--- src/rtl/memsync_pkg.sv ---
// memsync_pkg: shared FSM states, request op and tag-entry layout for memsync_assoc
package memsync_pkg;
  localparam int TAG_MAX = 32;
  typedef enum logic [2:0] {
    S_IDLE, S_CMP, S_WB, S_ALLOC, S_HIT, S_FLUSH, S_FLUSH_WB
  } state_e;
  typedef enum logic {OP_RD, OP_WR} op_e;
  typedef struct packed {
    logic [TAG_MAX-1:0] tag;
    logic               valid;
    logic               dirty;
  } entry_t;
endpackage

--- src/rtl/memsync_assoc_if.sv ---
// memsync_assoc_if: request front-end and row-transfer handshake bundle for memsync_assoc
interface memsync_assoc_if #(
  parameter int CHWIDTH   = 6,
  parameter int ADDRWIDTH = 17
);
  logic                 RD;
  logic                 WR;
  logic [ADDRWIDTH-1:0] RowId;
  logic                 sync;
  logic                 flush;
  logic                 stall;
  logic [CHWIDTH-1:0]   cRowId;
  logic [ADDRWIDTH-1:0] wbRowId;
  logic                 wb;
  logic                 alloc;
  logic                 flush_done;
  modport master (
    output RD, WR, RowId, sync, flush,
    input  stall, cRowId, wbRowId, wb, alloc, flush_done
  );
  modport slave (
    input  RD, WR, RowId, sync, flush,
    output stall, cRowId, wbRowId, wb, alloc, flush_done
  );
endinterface

--- src/rtl/memsync_tagram.sv ---
// memsync_tagram: tag/valid/dirty store with per-set round-robin pointers; lookup, install, mark/clear dirty, invalidate
module memsync_tagram import memsync_pkg::*; #(
  parameter int CHWIDTH   = 6,
  parameter int WAYWIDTH  = 1,
  parameter int ADDRWIDTH = 17,
  localparam int SETW     = CHWIDTH - WAYWIDTH,
  localparam int TAGW     = ADDRWIDTH - SETW
) (
  input  logic                 clk,
  input  logic                 rst,
  input  logic [SETW-1:0]      set,
  input  logic [TAGW-1:0]      tag,
  output logic                 hit,
  output logic [CHWIDTH-1:0]   hit_idx,
  output logic [CHWIDTH-1:0]   vic_idx,
  input  logic [CHWIDTH-1:0]   idx,
  output logic                 ent_dirty,
  output logic [ADDRWIDTH-1:0] ent_row,
  input  logic                 ins,
  input  logic                 ins_dirty,
  input  logic                 set_dirty,
  input  logic                 clr_dirty,
  input  logic                 inv
);
  localparam int NENT = 2**CHWIDTH;
  localparam int NSET = 2**SETW;
  localparam int WAYS = 2**WAYWIDTH;
  localparam int WW   = (WAYWIDTH == 0) ? 1 : WAYWIDTH;
  entry_t           ent_q [NENT];
  logic [WW-1:0]    rr_q  [NSET];
  logic [CHWIDTH-1:0] base;
  logic [SETW-1:0]  iset;
  assign base      = CHWIDTH'(set) << WAYWIDTH;
  assign iset      = SETW'(idx >> WAYWIDTH);
  assign ent_dirty = ent_q[idx].valid & ent_q[idx].dirty;
  assign ent_row   = {ent_q[idx].tag[TAGW-1:0], iset};
  // scan ways high-to-low so the lowest matching/invalid way wins; pointer is the fallback victim
  always_comb begin
    hit     = 1'b0;
    hit_idx = '0;
    vic_idx = base | CHWIDTH'(rr_q[set]);
    for (int w = WAYS - 1; w >= 0; w--) begin
      if (ent_q[base | CHWIDTH'(w)].valid && ent_q[base | CHWIDTH'(w)].tag == TAG_MAX'(tag)) begin
        hit     = 1'b1;
        hit_idx = base | CHWIDTH'(w);
      end
      if (!ent_q[base | CHWIDTH'(w)].valid) vic_idx = base | CHWIDTH'(w);
    end
  end
  // entry updates; install also steps the owning set's round-robin pointer
  always_ff @(posedge clk or negedge rst) begin
    if (!rst) begin
      for (int i = 0; i < NENT; i++) ent_q[i] <= '0;
      for (int i = 0; i < NSET; i++) rr_q[i] <= '0;
    end else begin
      if (ins) begin
        ent_q[idx]  <= '{tag: TAG_MAX'(tag), valid: 1'b1, dirty: ins_dirty};
        rr_q[iset]  <= (rr_q[iset] == WW'(WAYS - 1)) ? '0 : rr_q[iset] + 1'b1;
      end
      if (set_dirty) ent_q[idx].dirty <= 1'b1;
      if (clr_dirty) ent_q[idx].dirty <= 1'b0;
      if (inv) begin
        ent_q[idx].valid <= 1'b0;
        ent_q[idx].dirty <= 1'b0;
      end
    end
  end
endmodule

--- src/rtl/memsync_assoc.sv ---
// memsync_assoc: set-associative row-sync controller; MEMSYNC_FLUSH_EN builds the dirty-entry flush walk
module memsync_assoc import memsync_pkg::*; #(
  parameter int CHWIDTH   = 6,
  parameter int WAYWIDTH  = 1,
  parameter int ADDRWIDTH = 17
) (
  input logic            clk,
  input logic            rst,
  memsync_assoc_if.slave bus
);
  localparam int SETW = CHWIDTH - WAYWIDTH;
  state_e               state;
  op_e                  op;
  logic [ADDRWIDTH-1:0] row;
  logic [CHWIDTH-1:0]   idx_r;
  logic [CHWIDTH-1:0]   crow;
  logic [ADDRWIDTH-1:0] wb_row;
  logic                 fdone;
  logic                 hit;
  logic [CHWIDTH-1:0]   hit_idx;
  logic [CHWIDTH-1:0]   vic_idx;
  logic [CHWIDTH-1:0]   cmp_idx;
  logic [CHWIDTH-1:0]   acc_idx;
  logic                 ent_dirty;
  logic [ADDRWIDTH-1:0] ent_row;
  assign cmp_idx = hit ? hit_idx : vic_idx;
  assign acc_idx = (state == S_CMP) ? cmp_idx : idx_r;
  memsync_tagram #(
    .CHWIDTH  (CHWIDTH),
    .WAYWIDTH (WAYWIDTH),
    .ADDRWIDTH(ADDRWIDTH)
  ) u_tagram (
    .clk      (clk),
    .rst      (rst),
    .set      (row[SETW-1:0]),
    .tag      (row[ADDRWIDTH-1:SETW]),
    .hit      (hit),
    .hit_idx  (hit_idx),
    .vic_idx  (vic_idx),
    .idx      (acc_idx),
    .ent_dirty(ent_dirty),
    .ent_row  (ent_row),
    .ins      (state == S_ALLOC && bus.sync),
    .ins_dirty(op == OP_WR),
    .set_dirty(state == S_CMP && hit && op == OP_WR),
    .clr_dirty(state == S_FLUSH_WB && bus.sync),
    .inv      (state == S_WB && bus.sync)
  );
  assign bus.stall      = (state inside {S_CMP, S_WB, S_ALLOC, S_FLUSH, S_FLUSH_WB}) ||
                          (state == S_IDLE && (bus.RD || bus.WR));
  assign bus.cRowId     = crow;
  assign bus.wbRowId    = wb_row;
  assign bus.wb         = state == S_WB || state == S_FLUSH_WB;
  assign bus.alloc      = state == S_ALLOC;
  assign bus.flush_done = fdone;
  // request FSM; CMP acts on the latched row so RowId may wander while stalled
  always_ff @(posedge clk or negedge rst) begin
    if (!rst) begin
      state  <= S_IDLE;
      op     <= OP_RD;
      row    <= '0;
      idx_r  <= '0;
      crow   <= '0;
      wb_row <= '0;
      fdone  <= 1'b0;
    end else begin
      fdone <= 1'b0;
      case (state)
        S_IDLE: begin
          if (bus.RD || bus.WR) begin
            row   <= bus.RowId;
            op    <= bus.WR ? OP_WR : OP_RD;
            state <= S_CMP;
          end
`ifdef MEMSYNC_FLUSH_EN
          else if (bus.flush) begin
            idx_r <= '0;
            state <= S_FLUSH;
          end
`endif
        end
        S_CMP: begin
          if (hit) begin
            crow  <= cmp_idx;
            state <= S_HIT;
          end else begin
            idx_r  <= cmp_idx;
            wb_row <= ent_dirty ? ent_row : wb_row;
            state  <= ent_dirty ? S_WB : S_ALLOC;
          end
        end
        S_WB: state <= bus.sync ? S_ALLOC : S_WB;
        S_ALLOC: begin
          if (bus.sync) begin
            crow  <= idx_r;
            state <= S_HIT;
          end
        end
        S_HIT: state <= (bus.RD || bus.WR) ? S_HIT : S_IDLE;
`ifdef MEMSYNC_FLUSH_EN
        S_FLUSH: begin
          if (ent_dirty) begin
            wb_row <= ent_row;
            state  <= S_FLUSH_WB;
          end else if (&idx_r) begin
            fdone <= 1'b1;
            state <= S_IDLE;
          end else idx_r <= idx_r + 1'b1;
        end
        S_FLUSH_WB: begin
          if (bus.sync) begin
            if (&idx_r) begin
              fdone <= 1'b1;
              state <= S_IDLE;
            end else begin
              idx_r <= idx_r + 1'b1;
              state <= S_FLUSH;
            end
          end
        end
`endif
        default: state <= S_IDLE;
      endcase
    end
  end
endmodule

--- src/flat_wrapper.sv ---
// flat-port wrapper written by rule: the top's interface ports become plain ports
module memsync_assoc_flat import memsync_pkg::*;
#(
  parameter int CHWIDTH   = 6,
  parameter int WAYWIDTH  = 1,
  parameter int ADDRWIDTH = 17
)
  (clk, rst, bus_RD, bus_WR, bus_RowId, bus_sync, bus_flush, bus_stall, bus_cRowId, bus_wbRowId, bus_wb, bus_alloc, bus_flush_done);
  memsync_assoc_if #(.CHWIDTH(CHWIDTH), .ADDRWIDTH(ADDRWIDTH)) bus_i ();
  input logic clk;
  input logic rst;
  input wire logic [$bits(bus_i.RD)-1:0] bus_RD;
  input wire logic [$bits(bus_i.WR)-1:0] bus_WR;
  input wire logic [$bits(bus_i.RowId)-1:0] bus_RowId;
  input wire logic [$bits(bus_i.sync)-1:0] bus_sync;
  input wire logic [$bits(bus_i.flush)-1:0] bus_flush;
  output wire logic [$bits(bus_i.stall)-1:0] bus_stall;
  output wire logic [$bits(bus_i.cRowId)-1:0] bus_cRowId;
  output wire logic [$bits(bus_i.wbRowId)-1:0] bus_wbRowId;
  output wire logic [$bits(bus_i.wb)-1:0] bus_wb;
  output wire logic [$bits(bus_i.alloc)-1:0] bus_alloc;
  output wire logic [$bits(bus_i.flush_done)-1:0] bus_flush_done;
  assign bus_i.RD = bus_RD;
  assign bus_i.WR = bus_WR;
  assign bus_i.RowId = bus_RowId;
  assign bus_i.sync = bus_sync;
  assign bus_i.flush = bus_flush;
  assign bus_stall = bus_i.stall;
  assign bus_cRowId = bus_i.cRowId;
  assign bus_wbRowId = bus_i.wbRowId;
  assign bus_wb = bus_i.wb;
  assign bus_alloc = bus_i.alloc;
  assign bus_flush_done = bus_i.flush_done;
  memsync_assoc #(.CHWIDTH(CHWIDTH), .WAYWIDTH(WAYWIDTH), .ADDRWIDTH(ADDRWIDTH)) u_core (.clk(clk), .rst(rst), .bus(bus_i));
endmodule
--- config.mk ---
export PLATFORM = sky130hd
export DESIGN_NAME = memsync_assoc_flat
export DESIGN_NICKNAME = d
export VERILOG_FILES = /design/src/rtl/memsync_pkg.sv /design/src/rtl/memsync_assoc_if.sv /design/src/rtl/memsync_tagram.sv /design/src/rtl/memsync_assoc.sv /design/src/flat_wrapper.sv
export SDC_FILE = /design/constraint.sdc
export NUM_CORES = 2
export LEC_CHECK = 0
export ABC_AREA = 1
export CELL_PAD_IN_SITES_DETAIL_PLACEMENT = 1
export CELL_PAD_IN_SITES_GLOBAL_PLACEMENT = 2
export CORE_MARGIN = 1
export CORE_UTILIZATION = 38
export CTS_CLUSTER_SIZE = 10
export DETAILED_ROUTE_END_ITERATION = 6
export PLACE_DENSITY_LB_ADDON = 0.1
export SLEW_MARGIN = 20
export SYNTH_ARGS = -nofsm -noshare
export SYNTH_HDL_FRONTEND = slang
export SYNTH_HIERARCHICAL = 1
export SYNTH_SLANG_ARGS = --single-unit
--- constraint.sdc ---
create_clock -name clk -period 6.75 [get_ports clk]
set_input_delay 0.675 -clock clk [delete_from_list [all_inputs] [get_ports clk]]
set_output_delay 0.675 -clock clk [all_outputs]
set_load 0.05 [all_outputs]
# Yosys cells after proc, flatten, opt, wreduce, memory -nomap -nowiden
# Index checks and enable logic that the tools add are counted.
word_totals:
  register_bits: 2258
  input_bits: 23
  output_inout_bits: 27
  elab_cells: 331
op_classes:
  n_addsub: 1
  order_cmp: 7
  n_eq_ne: 11
  mux: 53
  n_bitwise: 8
  n_reduce_logical: 21
op_table:
  columns: ["op", "n"]
  rows:
  - ["$bwmux 2176", 5]
  - ["$mux 2176", 4]
  - ["$bmux 34 s6", 3]
  - ["$demux 34 s6", 3]
  - ["$mux 34", 5]
  - ["$eq 32x12->1", 2]
  - ["$mux 6", 8]
  - ["$bwmux 32", 1]
  - ["$mux 14", 2]
  - ["$ge 7x7->1 const B", 3]
  - ["$not 6->7", 3]
  - ["$pmux 3 s5", 1]
  - ["$ge 6x6->1 const B", 2]
  - ["$mux 1", 12]
  - ["$mux 3", 4]
  - ["$not 5->6", 2]
  - ["$pmux 6 s2", 1]
  - ["$bmux 1 s5", 2]
  - ["$logic_and 1x1->1", 10]
  - ["$eq 3x3->1 const B", 3]
  - ["$lt 7x1->1 const B", 1]
  - ["$eq 3x2->1 const B", 2]
  - ["$lt 6x1->1 const B", 1]
  - ["$or 6x1->6", 1]
  - ["14 further kinds", 20]

# Logic depth before layout (Yosys ltp)
depth:
  word_depth: 24
  mapped_depth: 46
  depth_no_buf: 39

# By module
# Netlist, hierarchy kept.
modules_own_cells:
  columns: ["module", "n_inst", "cells_per_inst", "area_per_inst_um2", "seq_area_each_um2"]
  rows:
  - ["memsync_tagram", 1, 6552, 49556.3, 23222.3]
  - ["memsync_assoc", 1, 300, 2324.7, 1251.2]

# Least setup slack after synthesis
# Ideal clock, no wire load.
synth_timing:
  path_kind: "register to register"
  from: "register u_core.row[0]"
  to: "register u_core.wb_row[8], in the netlist u_core/bus.wbRowId[8]"
  setup_time_ns: 0.118
  arrival_time_ns: 4.566
  t_required_ns: 6.632
  setup_slack_ns: 2.066
  path_stages_with_launch: 43
  n_path_buf: 10
  synth_period_minus_slack_ns: 4.684
  path_cell_list: "dfrtp_1 buf_2 buf_6 buf_6 buf_2 o21ai_0 nand3_1 nand2_1 nand2_1 nand2_1 nand2_1 nand2_1 nand2_1 nor2_1 nand2_1 nor2_1 nand2_1 nand2_1 [... 7 more ...] nand2_1 buf_2 inv_1 nand2_4 inv_2 buf_2 buf_2 nand2_1 o21ai_0 o41ai_1 nand4_1 nand2_1 inv_1 nand3_4 inv_2 buf_6 nand2_1 nand2_1"
synth_between:
  elab_chain_cells: 16
  word_cells_on_any_way: 32
  classes_between: "2 x eq/ne; 20 x mux; 7 x bitwise; 3 x reduce/logical"
synth_rtl:
  columns: ["element", "line_no", "rtl"]
  rows:
  - ["from (decl)", "memsync_assoc.sv:14", "logic [ADDRWIDTH-1:0] row;"]
  - ["from (signal assigned)", "memsync_assoc.sv:71", "row <= bus.RowId;"]
  - ["$not 6->7 (not written as such)", "memsync_tagram.sv:43", "if (ent_q[base | CHWIDTH'(w)].valid && ent_q[base | CHWIDTH'(w)].tag == TAG_MAX'(tag)) begin"]
  - ["$bmux 34 s6", "memsync_tagram.sv:43", null]
  - ["$mux 34 (not written as such) (2 in a row)", "memsync_tagram.sv:43", null]
  - ["$eq 32x12->1", "memsync_tagram.sv:43", null]
  - ["$logic_and 1x1->1", "memsync_tagram.sv:43", null]
  - ["$mux 1", "memsync_tagram.sv:43", null]
  - ["$mux 1 (*)", "memsync_tagram.sv:43", null]
  - ["named net u_core.hit", "memsync_assoc.sv:19", "logic hit;"]
  - ["$mux 6 (*)", "memsync_assoc.sv:26", "assign cmp_idx = hit ? hit_idx : vic_idx;"]
  - ["$mux 6 (*)", "memsync_assoc.sv:27", "assign acc_idx = (state == S_CMP) ? cmp_idx : idx_r;"]
  - ["named net u_core.acc_idx[2]", "memsync_assoc.sv:23", "logic [CHWIDTH-1:0] acc_idx;"]
  - ["$not 6->7 (not written as such) (*)", "memsync_tagram.sv:35", "assign ent_dirty = ent_q[idx].valid & ent_q[idx].dirty;"]
  - ["$bmux 34 s6 (*)", "memsync_tagram.sv:35", null]
  - ["$mux 14 (not written as such) (*) (2 in a row)", "memsync_tagram.sv:36", "assign ent_row = {ent_q[idx].tag[TAGW-1:0], iset};"]
  - ["$and 1x1->1 (*)", "memsync_tagram.sv:35", null]
  - ["named net u_core.ent_dirty", "memsync_assoc.sv:24", "logic ent_dirty;"]
  - ["$reduce_and 3->1 (no source line) (*)", null, null]
  - ["to (signal assigned)", "memsync_assoc.sv:88", "wb_row <= ent_dirty ? ent_row : wb_row;"]
  - ["to (decl)", "memsync_assoc.sv:17", "logic [ADDRWIDTH-1:0] wb_row;"]
# Mark *: on every way through the listed nets, which the timed path passes. The rest lies on a longest branch. The select of a mux whose other input is x is not followed.
# A chain may end at the register's enable or synchronous reset.

# Worst setup path in the final report
layout_timing:
  from: "register u_core.row[0]"
  to: "register u_core.wb_row[14], in the netlist u_core/bus.wbRowId[14]"
layout_between:
  elab_chain_cells: 16
  word_cells_on_any_way: 32
  classes_between: "2 x eq/ne; 20 x mux; 7 x bitwise; 3 x reduce/logical"
layout_rtl:
  columns: ["element", "line_no", "rtl"]
  rows:
  - ["$not 6->7 (not written as such)", "memsync_tagram.sv:43", null]
  - ["$bmux 34 s6", "memsync_tagram.sv:43", null]
  - ["$mux 34 (not written as such) (2 in a row)", "memsync_tagram.sv:43", null]
  - ["$eq 32x12->1", "memsync_tagram.sv:43", null]
  - ["$logic_and 1x1->1", "memsync_tagram.sv:43", null]
  - ["$mux 6", "memsync_tagram.sv:43", null]
  - ["$mux 6 (*)", "memsync_tagram.sv:43", null]
  - ["named net u_core.hit_idx[2]", "memsync_assoc.sv:20", "logic [CHWIDTH-1:0] hit_idx;"]
  - ["$mux 6 (*)", "memsync_assoc.sv:26", null]
  - ["$mux 6 (*)", "memsync_assoc.sv:27", null]
  - ["named net u_core.acc_idx[2]", "memsync_assoc.sv:23", null]
  - ["$not 6->7 (not written as such) (*)", "memsync_tagram.sv:35", null]
  - ["$bmux 34 s6 (*)", "memsync_tagram.sv:35", null]
  - ["$mux 14 (not written as such) (*) (2 in a row)", "memsync_tagram.sv:36", null]
  - ["$and 1x1->1 (*)", "memsync_tagram.sv:35", null]
  - ["named net u_core.ent_dirty", "memsync_assoc.sv:24", null]
  - ["$reduce_and 3->1 (no source line) (*)", null, null]
# Marked as above.

==> flow_summary_export.csv <==
group,metric,value,unit
status,outcome,"complete, no violations",
sta,setup_tns,0,ns
sta,max_freq,154,MHz
routing,antenna_left,0,
hold_path,hp-class,"reg -> reg",
worst_setup_path,worst_path_most_repeated_cell,"nand2_1",
clocking,clock_path_buffers,3,
placement,place_hpwl,172000,um
floorplan,fp.dieW,372,um
synthesis,yosys.area.top_type,"dfrtp_1",
synthesis,synth_cell_type_count,48,
placement,port_buffers,47,
global_route,overflow,0,
sta,whs,0.467,ns
sta,hold_viol_final,0,
finish,postLayoutCoreUtil,44.5,%
finish,layout-drive-gt1-share,11.5,%
worst_setup_path,worstSetupPathType,"reg -> reg",
sta,slew_viol_final,0,
worst_setup_path,reg2reg_to,"u_core/bus.wbRowId[14]",
global_route,grt_pass1_vias,51400,
clocking,htree_levels,3,
routing,vias,51800,
finish,final_cell_mix,"2446 x nand2_1, 974 x dfrtp_1, 801 x o21ai_0",
clocking,clock-root-buffer,"clkbuf_16",
clocking,cts_buffers,118,
synthesis,yosys.area_share.simple,28.2,%
worst_setup_path,rr_startpoint,"u_core/row[0]",
global_route,antenna_found_initial,8,
worst_setup_path,crit_fanout,48,
global_route,gr-usage-all-layers,36.4,%
sta,slew_headroom,35.9,%
hold_path,whs_endpoint,"u_core/bus.cRowId[3]",
synthesis,synth_top_family_by_area,"simple AND/OR/NAND/NOR gates",
floorplan,die_area,138000,sq um
floorplan,io_pins,50,
routing,wire_per_inst,28.6,um
global_route,grt_pass1_wl,368000,um
routing,dr.first_iter.drc_count,5237,
synthesis,synth_area_leaders,"dfrtp_1 47%, nand2_1 18%, o21ai_0 7.7%",
global_route,grt_max_degree,149,
sta,period_share,96.0,%
synthesis,yosysTopAreaCellShare,47.2,%
hold_path,worstHoldPathCells,2,
clocking,clk_transition_reported_paths,0.06,ns
synthesis,syn_avg_cell_area,7.57,sq um
worst_setup_path,worst_setup_path_start_kind,"register",
finish,final_common_cell,"nand2_1",
floorplan,core_area,135000,sq um
hold_path,worstHoldStart,"u_core/bus.cRowId[3]",
synthesis,synth_edf_count,0,
clocking,clock-sinks,978,
worst_setup_path,slowest_delay,0.52,ns
worst_setup_path,cp_slowest_cell,"dfrtp_4",
synthesis,synth_ff_type,"dfrtp_1",
placement,finalWeightedCongestion,0.920,
routing,drt_pass1_iterations,5,
worst_setup_path,ff2ff_path_depth,40,
floorplan,start_util,38.3,%
finish,finalNetCount,6947,
pwr,p_leak,27.3,nW
synthesis,ys_warn_count,6,
sta,worstMarginPinSlew,0.961,ns
routing,wirelength,251000,um
synthesis,synth_xor_area_share,0,%
synthesis,synthMuxAreaShare,0,%
routing,drc,0,
worst_setup_path,worstSetupEndpointType,"register",
pwr,power_density,507,nW/um^2
synthesis,async_reset_ff_share,100,%
pwr,irDropWorstVdd,288,uV
worst_setup_path,critPathRequiredTime,7.42,ns
flow_run,drv_cap,0,
sta,setup_viol,0,
synthesis,netlist_instances,6852,
synthesis,synth_area,51900,sq um
floorplan,row_count,135,
synthesis,synth_compound_area_share,17.4,%
worst_setup_path,cp.arrival,7.15,ns
synthesis,synth-seq-cells,978,
floorplan,die_h,372,um
sta,fin_skew,0.0361,ns
synthesis,synth_fp_nets,6875,
routing,vias_per_cell,5.90,
worst_setup_path,r2r_slack,0.27,ns
synthesis,synthAdderAreaFrac,0,%
finish,syn2layout_area_growth,16.3,%
sta,finalCriticalPeriod,6.48,ns
clocking,cts_tree,"built",
synthesis,yosysSeqAreaShare,47.2,%
clocking,clock_latency,0.75,ns
sta,rsz0062_at_grt,"false",
cell type report:
class	count	area, sq um
Sequential cell	978	24500
Clock inverter	16	131
Timing Repair Buffer	504	5170
Clock buffer	178	3360
Antenna cell	2	5.00
Tap cell	1781	2230
Multi-Input combinational cell	4999	23700
Inverter	323	1250
Fill cell	16500	75100
state kept, by name, indices dropped and copies added, names as in the netlist:
signal and flops:
u_core/u_tagram/ent_q 896, u_core/u_tagram/rr_q 32, u_core/bus.wbRowId 17, u_core/row 17
u_core/bus.cRowId 6, u_core/idx_r 6, u_core/state 3, u_core/op 1
layer usage:
layer  share of wire [%]  routed length (um)  global-route usage, %
met1                  44              110000                   51.2
met2                  44              110000                   55.5
met3                 7.1               17800                   5.19
met4                 5.1               12900                   16.1
met5               0.015                  37                      0
worst max-delay path, delay by kind of cell (launching register included):
family | cells | cell delay [ns]
AND/OR/NAND/NOR | 28 | 3.29
flip-flops | 1 | 0.52
buffers and inverters | 10 | 2.10
AO/OA/AOI/OAI | 2 | 0.37
cell usage after synthesis, types with 32 or more instances:
cell type	count
a21oi_1	158
o22ai_1	67
nand4_1	96
dfrtp_1	978
inv_2	55
buf_2	220
inv_1	261
nand3_1	696
o21ai_0	802
a22oi_1	213
a221oi_1	87
nor2_1	110
buf_1	43
nor2_4	32
clkbuf_1	250
o21ai_1	125
nand2_1	2451
metrics by stage:
step / area [sq um] / worst slack (ns) / power (mW) / std cells
detailed placement: 56800 / 0.0292 / 24.2 / 8579
floorplan: 51900 / 2.07 / 15.7 / 6852
CTS: 60300 / 0.00167 / 30.4 / 8774
global placement: 56800 / 0.0639 / 24.1 / 8579
global route: 60300 / 0.0416 / 31.8 / 8779
finish: 60300 / 0.267 / 30.6 / 8781
timing repair:
action                                  4_1_cts  5_1_grt
gates resized for setup                       0        8
hold buffers                                  1        0
setup buffers                                 0        5
endpoints found under the setup margin        0       48
hold endpoints to repair                     39        0
where the power goes:
part	switching (mW)	internal [mW]	total [mW]
Combinational	11.6	4.81	16.4
Clock	2.64	3.41	6.05
Sequential	1.05	7.09	8.14
Total	15.3	15.3	30.6
cell families (layout without fill, tap and decap cells):
| group | count (synthesis) | in the layout |
|---|---|---|
| simple gates | 3451 | 3451 |
| compound gates | 1547 | 1547 |
| other cells | 1 | 3 |
| flops | 978 | 978 |
| buf+inv | 875 | 1021 |
worst max path at each step:
stage / from / endpoint / slack (ns)
floorplan: u_core/row[0] / u_core/bus.wbRowId[8] / 2.07
global placement: u_core/row[0] / u_core/bus.wbRowId[11] / 0.06
detailed placement: u_core/row[0] / u_core/bus.wbRowId[9] / 0.03
CTS: u_core/row[0] / u_core/bus.wbRowId[12] / 0.002
global route: u_core/row[0] / u_core/state[0] / 0.04
finish: u_core/row[0] / u_core/bus.wbRowId[14] / 0.27
No activity file was read; power rests on OpenSTA's default activity.
